**config.mk**
```make
export PLATFORM = sky130hd
export DESIGN_NAME = io_port_bridge_flat
export DESIGN_NICKNAME = d
export VERILOG_FILES = /design/src/rtl/io_port_bridge_if.sv /design/src/rtl/io_port_bridge.sv /design/src/flat_wrapper.sv
export SDC_FILE = /design/constraint.sdc
export NUM_CORES = 1
export LEC_CHECK = 0
export ABC_AREA = 1
export CORE_UTILIZATION = 35
export CTS_BUF_LIST = sky130_fd_sc_hd__clkbuf_8 sky130_fd_sc_hd__clkbuf_16
export DETAILED_ROUTE_END_ITERATION = 8
export PLACE_DENSITY_LB_ADDON = 0.3
export REMOVE_ABC_BUFFERS = 1
export SLEW_MARGIN = 20
export SYNTH_ARGS = -nofsm -noshare
export SYNTH_HDL_FRONTEND = slang
export SYNTH_SLANG_ARGS = --single-unit
```
**constraint.sdc**
```tcl
create_clock -name clk -period 5.1 [get_ports clk]
set_input_delay 1.02 -clock clk [delete_from_list [all_inputs] [get_ports clk]]
set_output_delay 1.02 -clock clk [all_outputs]
set_load 0.01 [all_outputs]
```
**src/rtl/io_port_bridge_if.sv**
```systemverilog
// io_port_bridge_if
//   Signal bundle between the processor/stream side and io_port_bridge.
//   slave  : the bridge (consumes OUT/IN strobes and rx stream, drives tx stream, status)
//   master : the environment (processor write-back/IN logic plus the stream devices)
//   Groups: OUT path (out_wr, out_data, out_full), tx stream (tx_valid, tx_data, tx_ready),
//           rx stream (rx_valid, rx_data, rx_ready), IN path (in_rd, in_data, in_empty),
//           error flags (err_clr, ovf_err, udf_err).
interface io_port_bridge_if #(
  parameter int DATA_W = 16
);
  logic              out_wr;
  logic [DATA_W-1:0] out_data;
  logic              out_full;
  logic              tx_valid;
  logic [DATA_W-1:0] tx_data;
  logic              tx_ready;
  logic              rx_valid;
  logic [DATA_W-1:0] rx_data;
  logic              rx_ready;
  logic              in_rd;
  logic [DATA_W-1:0] in_data;
  logic              in_empty;
  logic              err_clr;
  logic              ovf_err;
  logic              udf_err;

  modport slave (
    input  out_wr, out_data, tx_ready, rx_valid, rx_data, in_rd, err_clr,
    output out_full, tx_valid, tx_data, rx_ready, in_data, in_empty, ovf_err, udf_err
  );

  modport master (
    output out_wr, out_data, tx_ready, rx_valid, rx_data, in_rd, err_clr,
    input  out_full, tx_valid, tx_data, rx_ready, in_data, in_empty, ovf_err, udf_err
  );
endinterface

```
**src/rtl/io_port_bridge.sv**
```systemverilog
// io_port_bridge
//   Bridges the processor 16-bit IN/OUT ports to valid/ready streaming devices.
//   OUT words queue in an output FIFO draining over tx; rx words queue in an input
//   FIFO read by IN instructions. Sticky ovf_err/udf_err flag dropped OUT words and
//   IN reads issued while empty.
//   Ports: clk, reset (async, active low), bus (io_port_bridge_if.slave).
//   Every output is derived from registers only; no input-to-output comb path.

// io_port_fifo
//   Circular FIFO with first-word-fall-through head. push/pop arrive already
//   qualified by the caller, so overflow/underflow policy lives in the top.
//   Ports: clk, reset, push, pop, wData in; head (0 when empty), empty, full out.
module io_port_fifo #(
  parameter int W     = 16,
  parameter int DEPTH = 4
) (
  input  logic         clk,
  input  logic         reset,
  input  logic         push,
  input  logic         pop,
  input  logic [W-1:0] wData,
  output logic [W-1:0] head,
  output logic         empty,
  output logic         full
);
  localparam int           AW       = $clog2(DEPTH);
  localparam logic [AW:0]  FULL_CNT = (AW+1)'(DEPTH);

  logic [W-1:0]  mem [DEPTH];
  logic [AW-1:0] rPtr, wPtr;
  logic [AW:0]   count;

  always_ff @(posedge clk or negedge reset) begin
    if (!reset) begin
      rPtr  <= '0;
      wPtr  <= '0;
      count <= '0;
    end else begin
      if (push) wPtr <= wPtr + 1'b1;
      if (pop)  rPtr <= rPtr + 1'b1;
      case ({push, pop})
        2'b10:   count <= count + 1'b1;
        2'b01:   count <= count - 1'b1;
        default: count <= count;
      endcase
    end
  end

  // Storage carries no reset; the empty mask on head hides stale contents.
  always_ff @(posedge clk) begin
    if (push) mem[wPtr] <= wData;
  end

  assign empty = (count == '0);
  assign full  = (count == FULL_CNT);
  assign head  = empty ? '0 : mem[rPtr];
endmodule

module io_port_bridge #(
  parameter int DATA_W    = 16,
  parameter int OUT_DEPTH = 4,
  parameter int IN_DEPTH  = 4
) (
  input logic              clk,
  input logic              reset,
  io_port_bridge_if.slave  bus
);
  logic              outPush, outPop, outEmpty, outFull;
  logic              inPush, inPop, inEmpty, inFull;
  logic [DATA_W-1:0] outHead, inHead;
  logic              ovfSet, udfSet;
  logic              ovfErr, udfErr;

  // Output side: a pop frees a slot in the same cycle, so a full FIFO still
  // accepts out_wr when tx drains; only an unabsorbed write is an overflow.
  assign outPop  = !outEmpty && bus.tx_ready;
  assign outPush = bus.out_wr && (!outFull || outPop);
  assign ovfSet  = bus.out_wr && outFull && !outPop;

  // Input side: rx_ready depends on state only, so a coincident IN read never
  // opens a slot for the arriving word; an empty FIFO never bypasses rx_data.
  assign inPush = bus.rx_valid && !inFull;
  assign inPop  = bus.in_rd && !inEmpty;
  assign udfSet = bus.in_rd && inEmpty;

  io_port_fifo #(.W(DATA_W), .DEPTH(OUT_DEPTH)) uOutFifo (
    .clk   (clk),
    .reset (reset),
    .push  (outPush),
    .pop   (outPop),
    .wData (bus.out_data),
    .head  (outHead),
    .empty (outEmpty),
    .full  (outFull)
  );

  io_port_fifo #(.W(DATA_W), .DEPTH(IN_DEPTH)) uInFifo (
    .clk   (clk),
    .reset (reset),
    .push  (inPush),
    .pop   (inPop),
    .wData (bus.rx_data),
    .head  (inHead),
    .empty (inEmpty),
    .full  (inFull)
  );

  // Sticky flags: a set event wins over a coincident clear.
  always_ff @(posedge clk or negedge reset) begin
    if (!reset) begin
      ovfErr <= 1'b0;
      udfErr <= 1'b0;
    end else begin
      if (ovfSet)           ovfErr <= 1'b1;
      else if (bus.err_clr) ovfErr <= 1'b0;
      if (udfSet)           udfErr <= 1'b1;
      else if (bus.err_clr) udfErr <= 1'b0;
    end
  end

  assign bus.out_full = outFull;
  assign bus.tx_valid = !outEmpty;
  assign bus.tx_data  = outHead;
  assign bus.rx_ready = !inFull;
  assign bus.in_empty = inEmpty;
  assign bus.in_data  = inHead;
  assign bus.ovf_err  = ovfErr;
  assign bus.udf_err  = udfErr;
endmodule

```
**src/flat_wrapper.sv**
```systemverilog
// flat-port wrapper written by rule: the top's interface ports become plain ports
module io_port_bridge_flat 
#(
  parameter int DATA_W    = 16,
  parameter int OUT_DEPTH = 4,
  parameter int IN_DEPTH  = 4
)
  (clk, reset, bus_out_wr, bus_out_data, bus_tx_ready, bus_rx_valid, bus_rx_data, bus_in_rd, bus_err_clr, bus_out_full, bus_tx_valid, bus_tx_data, bus_rx_ready, bus_in_data, bus_in_empty, bus_ovf_err, bus_udf_err);
  io_port_bridge_if #(.DATA_W(DATA_W)) bus_i ();
  input logic clk;
  input logic reset;
  input wire logic [$bits(bus_i.out_wr)-1:0] bus_out_wr;
  input wire logic [$bits(bus_i.out_data)-1:0] bus_out_data;
  input wire logic [$bits(bus_i.tx_ready)-1:0] bus_tx_ready;
  input wire logic [$bits(bus_i.rx_valid)-1:0] bus_rx_valid;
  input wire logic [$bits(bus_i.rx_data)-1:0] bus_rx_data;
  input wire logic [$bits(bus_i.in_rd)-1:0] bus_in_rd;
  input wire logic [$bits(bus_i.err_clr)-1:0] bus_err_clr;
  output wire logic [$bits(bus_i.out_full)-1:0] bus_out_full;
  output wire logic [$bits(bus_i.tx_valid)-1:0] bus_tx_valid;
  output wire logic [$bits(bus_i.tx_data)-1:0] bus_tx_data;
  output wire logic [$bits(bus_i.rx_ready)-1:0] bus_rx_ready;
  output wire logic [$bits(bus_i.in_data)-1:0] bus_in_data;
  output wire logic [$bits(bus_i.in_empty)-1:0] bus_in_empty;
  output wire logic [$bits(bus_i.ovf_err)-1:0] bus_ovf_err;
  output wire logic [$bits(bus_i.udf_err)-1:0] bus_udf_err;
  assign bus_i.out_wr = bus_out_wr;
  assign bus_i.out_data = bus_out_data;
  assign bus_i.tx_ready = bus_tx_ready;
  assign bus_i.rx_valid = bus_rx_valid;
  assign bus_i.rx_data = bus_rx_data;
  assign bus_i.in_rd = bus_in_rd;
  assign bus_i.err_clr = bus_err_clr;
  assign bus_out_full = bus_i.out_full;
  assign bus_tx_valid = bus_i.tx_valid;
  assign bus_tx_data = bus_i.tx_data;
  assign bus_rx_ready = bus_i.rx_ready;
  assign bus_in_data = bus_i.in_data;
  assign bus_in_empty = bus_i.in_empty;
  assign bus_ovf_err = bus_i.ovf_err;
  assign bus_udf_err = bus_i.udf_err;
  io_port_bridge #(.DATA_W(DATA_W), .OUT_DEPTH(OUT_DEPTH), .IN_DEPTH(IN_DEPTH)) u_core (.clk(clk), .reset(reset), .bus(bus_i));
endmodule
```
==> impl_metrics.ini <==
[outcome]
outcome = finished with violations
violations = DRC

[sta]
tightest_slew_ns = 0.778
min_period_ns = 3.46
period_share_pct = 67.9
max_freq_mhz = 289
fin_ws_ns = 1.64
slew_violations = 0
rsz0062_at_grt = false
setup_viol = 0
finalHoldViolations = 0
fin_worst_skew_ns = 0.00849
finalSetupTns_ns = 0
timing.slew.headroom_pct = 48.1

[synth]
netlist_instances = 629
synth_edf_count = 128
postSynthAreaPerCell_um2 = 10.3
yosys.cell_count.top_type = nand2_1
synth_seq_cells = 144
yosys.area.top_type = edfxtp_1
ys_seq_area_share_pct = 65.4
ys_types = 21
async_flop_share_pct = 11.1
synth_ff_type = edfxtp_1
netlist_area_um2 = 6490
yosys.area.top_type_share_pct = 59.2
yosysWarnings = 0
synthTopCellsByCount = nand2_1 (157), inv_1 (156), edfxtp_1 (128)
ys_top_cells_by_area = edfxtp_1 (59%), nand2_1 (9.1%), inv_1 (9.0%), dfrtp_1 (6.2%), nand3_1 (5.6%)

[routing]
drc = 10
wl_per_cell_um = 13.4
first_pass_iters = 7
wl_met1_um = 5790
initialDrtViolationCount = 182
top_layer_used = met4
wl_met3_um = 498
antenna_left = 0
wl_met2_um = 6400
vias_per_cell = 4.33
vias = 4127
wl_um = 12800

[floorplanning]
die_w_um = 138
rows = 49
die_h_um = 138
die-area_um2 = 19100
io_pins = 77
coreArea_um2 = 18100
initial_core_util_pct = 35.9

[power]
p_seq_share_pct = 36.9
power_frac_clock_pct = 25.5
switching_share_pct = 34.8
peakVddDrop_mv = 0.391
power.share.combinational_pct = 37.6
switchingPower_w = 0.00162
finalPower_w = 0.00467
p_per_area_nw_per_um2 = 585
leakage_nw = 3.51
p_int_w = 0.00304

[clock_network]
cts_resized = 0
cts_sinks = 144
htree_levels = 4
cts_inserted_buffers = 17
insertion_delay_ns = 0.42
root_buffer = clkbuf_16
cts_tree = done
cts_setup_buffers = 0
clkTransAtPathRegs_ns = 0.06
clockBufferDepth = 2
holdBufCountCts = 0

[final_layout]
drive_gt1_share_pct = 7.18
final-instance-count-excl-fill = 953
nNetsFinal = 763
syn_to_final_growth_pct = 23.0
final_util_pct = 44.1
insertedDiodeCount = 0

[global_routing]
grt.overflow.total = 0
antenna_found_initial = 0
grt_pass1_vias = 4112
grt_start_max_net_pins = 34
grt_pass1_wl_um = 20600
gr-usage-all-layers_pct = 14.1

[setup_path]
cp.required_ns = 4.08
critPathKind = reg -> out
cp_cell_sequence = inv_4 -> nand2_1 -> nand3_1 -> a21oi_1 -> clkdlybuf4s50_1
start_kind = register
crit_slowest_cell = dfrtp_1
critPathMaxStageDelay_ns = 0.74
r2r_setup_slack_ns = 3.11
critical_path_arrival_ns = 2.44
worstPathMaxFanout = 33
setup.worst_path.end_class = output pin

[placement]
dp_hpwl_um = 7920
dp_worst_setup_slack_ns = 2.05
place_inst = 922
io_buffers = 76
gp_congestion = 0.745

[worst_hold_path]
hold_class = reg -> reg

[run]
cap_violations = 0
## critical path, delay by kind of cell, from the launching register on
family                 cells  cell delay (ns)
buffers and inverters      2             0.85
flip-flops                 1             0.74
AO/OA/AOI/OAI              1             0.22
AND/OR/NAND/NOR            2             0.20
## flip-flops by register name, summed over array words and instances, names as in the netlist, 2 cells and up
register	flops
u_core.uOutFifo.count	3
u_core.uInFifo.rPtr	2
u_core.uInFifo.mem	64
u_core.uOutFifo.wPtr	2
u_core.uInFifo.wPtr	2
u_core.uOutFifo.rPtr	2
u_core.uInFifo.count	3
u_core.uOutFifo.mem	64
## metal layers
metal  track usage [%]  vias up
met4              5.09        0
met1              16.9     1910
met3              3.88        4
met5                 0        -
met2              24.4       73
li1                  -     2140
## path summary, 6_finish.rpt
check                                               from                       end  depth (start not counted)
worst max-delay path              u_core.uInFifo.rPtr[0]           bus_in_data[10]                          5
worst min-delay path             u_core.uInFifo.count[1]   u_core.uInFifo.count[1]                          2
worst max register to register  u_core.uOutFifo.count[1]  u_core.uOutFifo.count[2]                         10
worst min register to register   u_core.uInFifo.count[1]   u_core.uInFifo.count[1]                          2
max in group asynchronous                          reset  u_core.uOutFifo.count[2]                          1
min in group asynchronous                          reset        u_core.bus.ovf_err                          1
## area by class of cell
type	instances	area, µm²
clock buffer	17	425
clock inverter	14	141
fill	1694	10100
inverter	164	621
multi-input combinational	299	1430
sequential	144	4240
tap	229	287
timing repair buffer	86	836
## cells in the final DEF (no fill, tap or decap), types with 3 or more instances in the layout
cell type,instances
nand2_1,157
o21ai_0,5
clkbuf_16,17
clkinvlp_4,5
inv_1,157
nor2_1,8
a21oi_1,32
edfxtp_1,128
inv_6,3
dfrtp_1,16
inv_2,6
buf_4,10
ha_1,10
clkdlybuf4s50_1,76
xnor2_1,4
nand3_1,72
## stage by stage
step                area (µm²)  hold slack, ns
floorplan                 6290           0.450
global placement          7410           0.470
detailed placement        7410           0.479
CTS                       7980           0.494
global route              7980           0.521
finish                    7980           0.490
## cell families (layout without fill, tap and decap cells)
family          count (synthesis)  count (layout)  share of synthesized area (%)
fa+ha+maj                      12              12                           2.54
flops                         144             144                           65.4
simple gates                  245             245                           16.0
compound gates                 38              38                           2.95
buf+inv                       186             281                           12.6
xor+xnor                        4               4                          0.540
## power by group through the flow
stage          logic [W]  clock network (W)  registers [W]
6_report         0.00176            0.00119        0.00172
5_1_grt          0.00196            0.00127        0.00175
4_1_cts          0.00179            0.00121        0.00172
3_5_place_dp     0.00178                  0        0.00175
3_3_place_gp     0.00178                  0        0.00174
2_1_floorplan   0.000937                  0        0.00173
(Power assumes the default switching activity.)
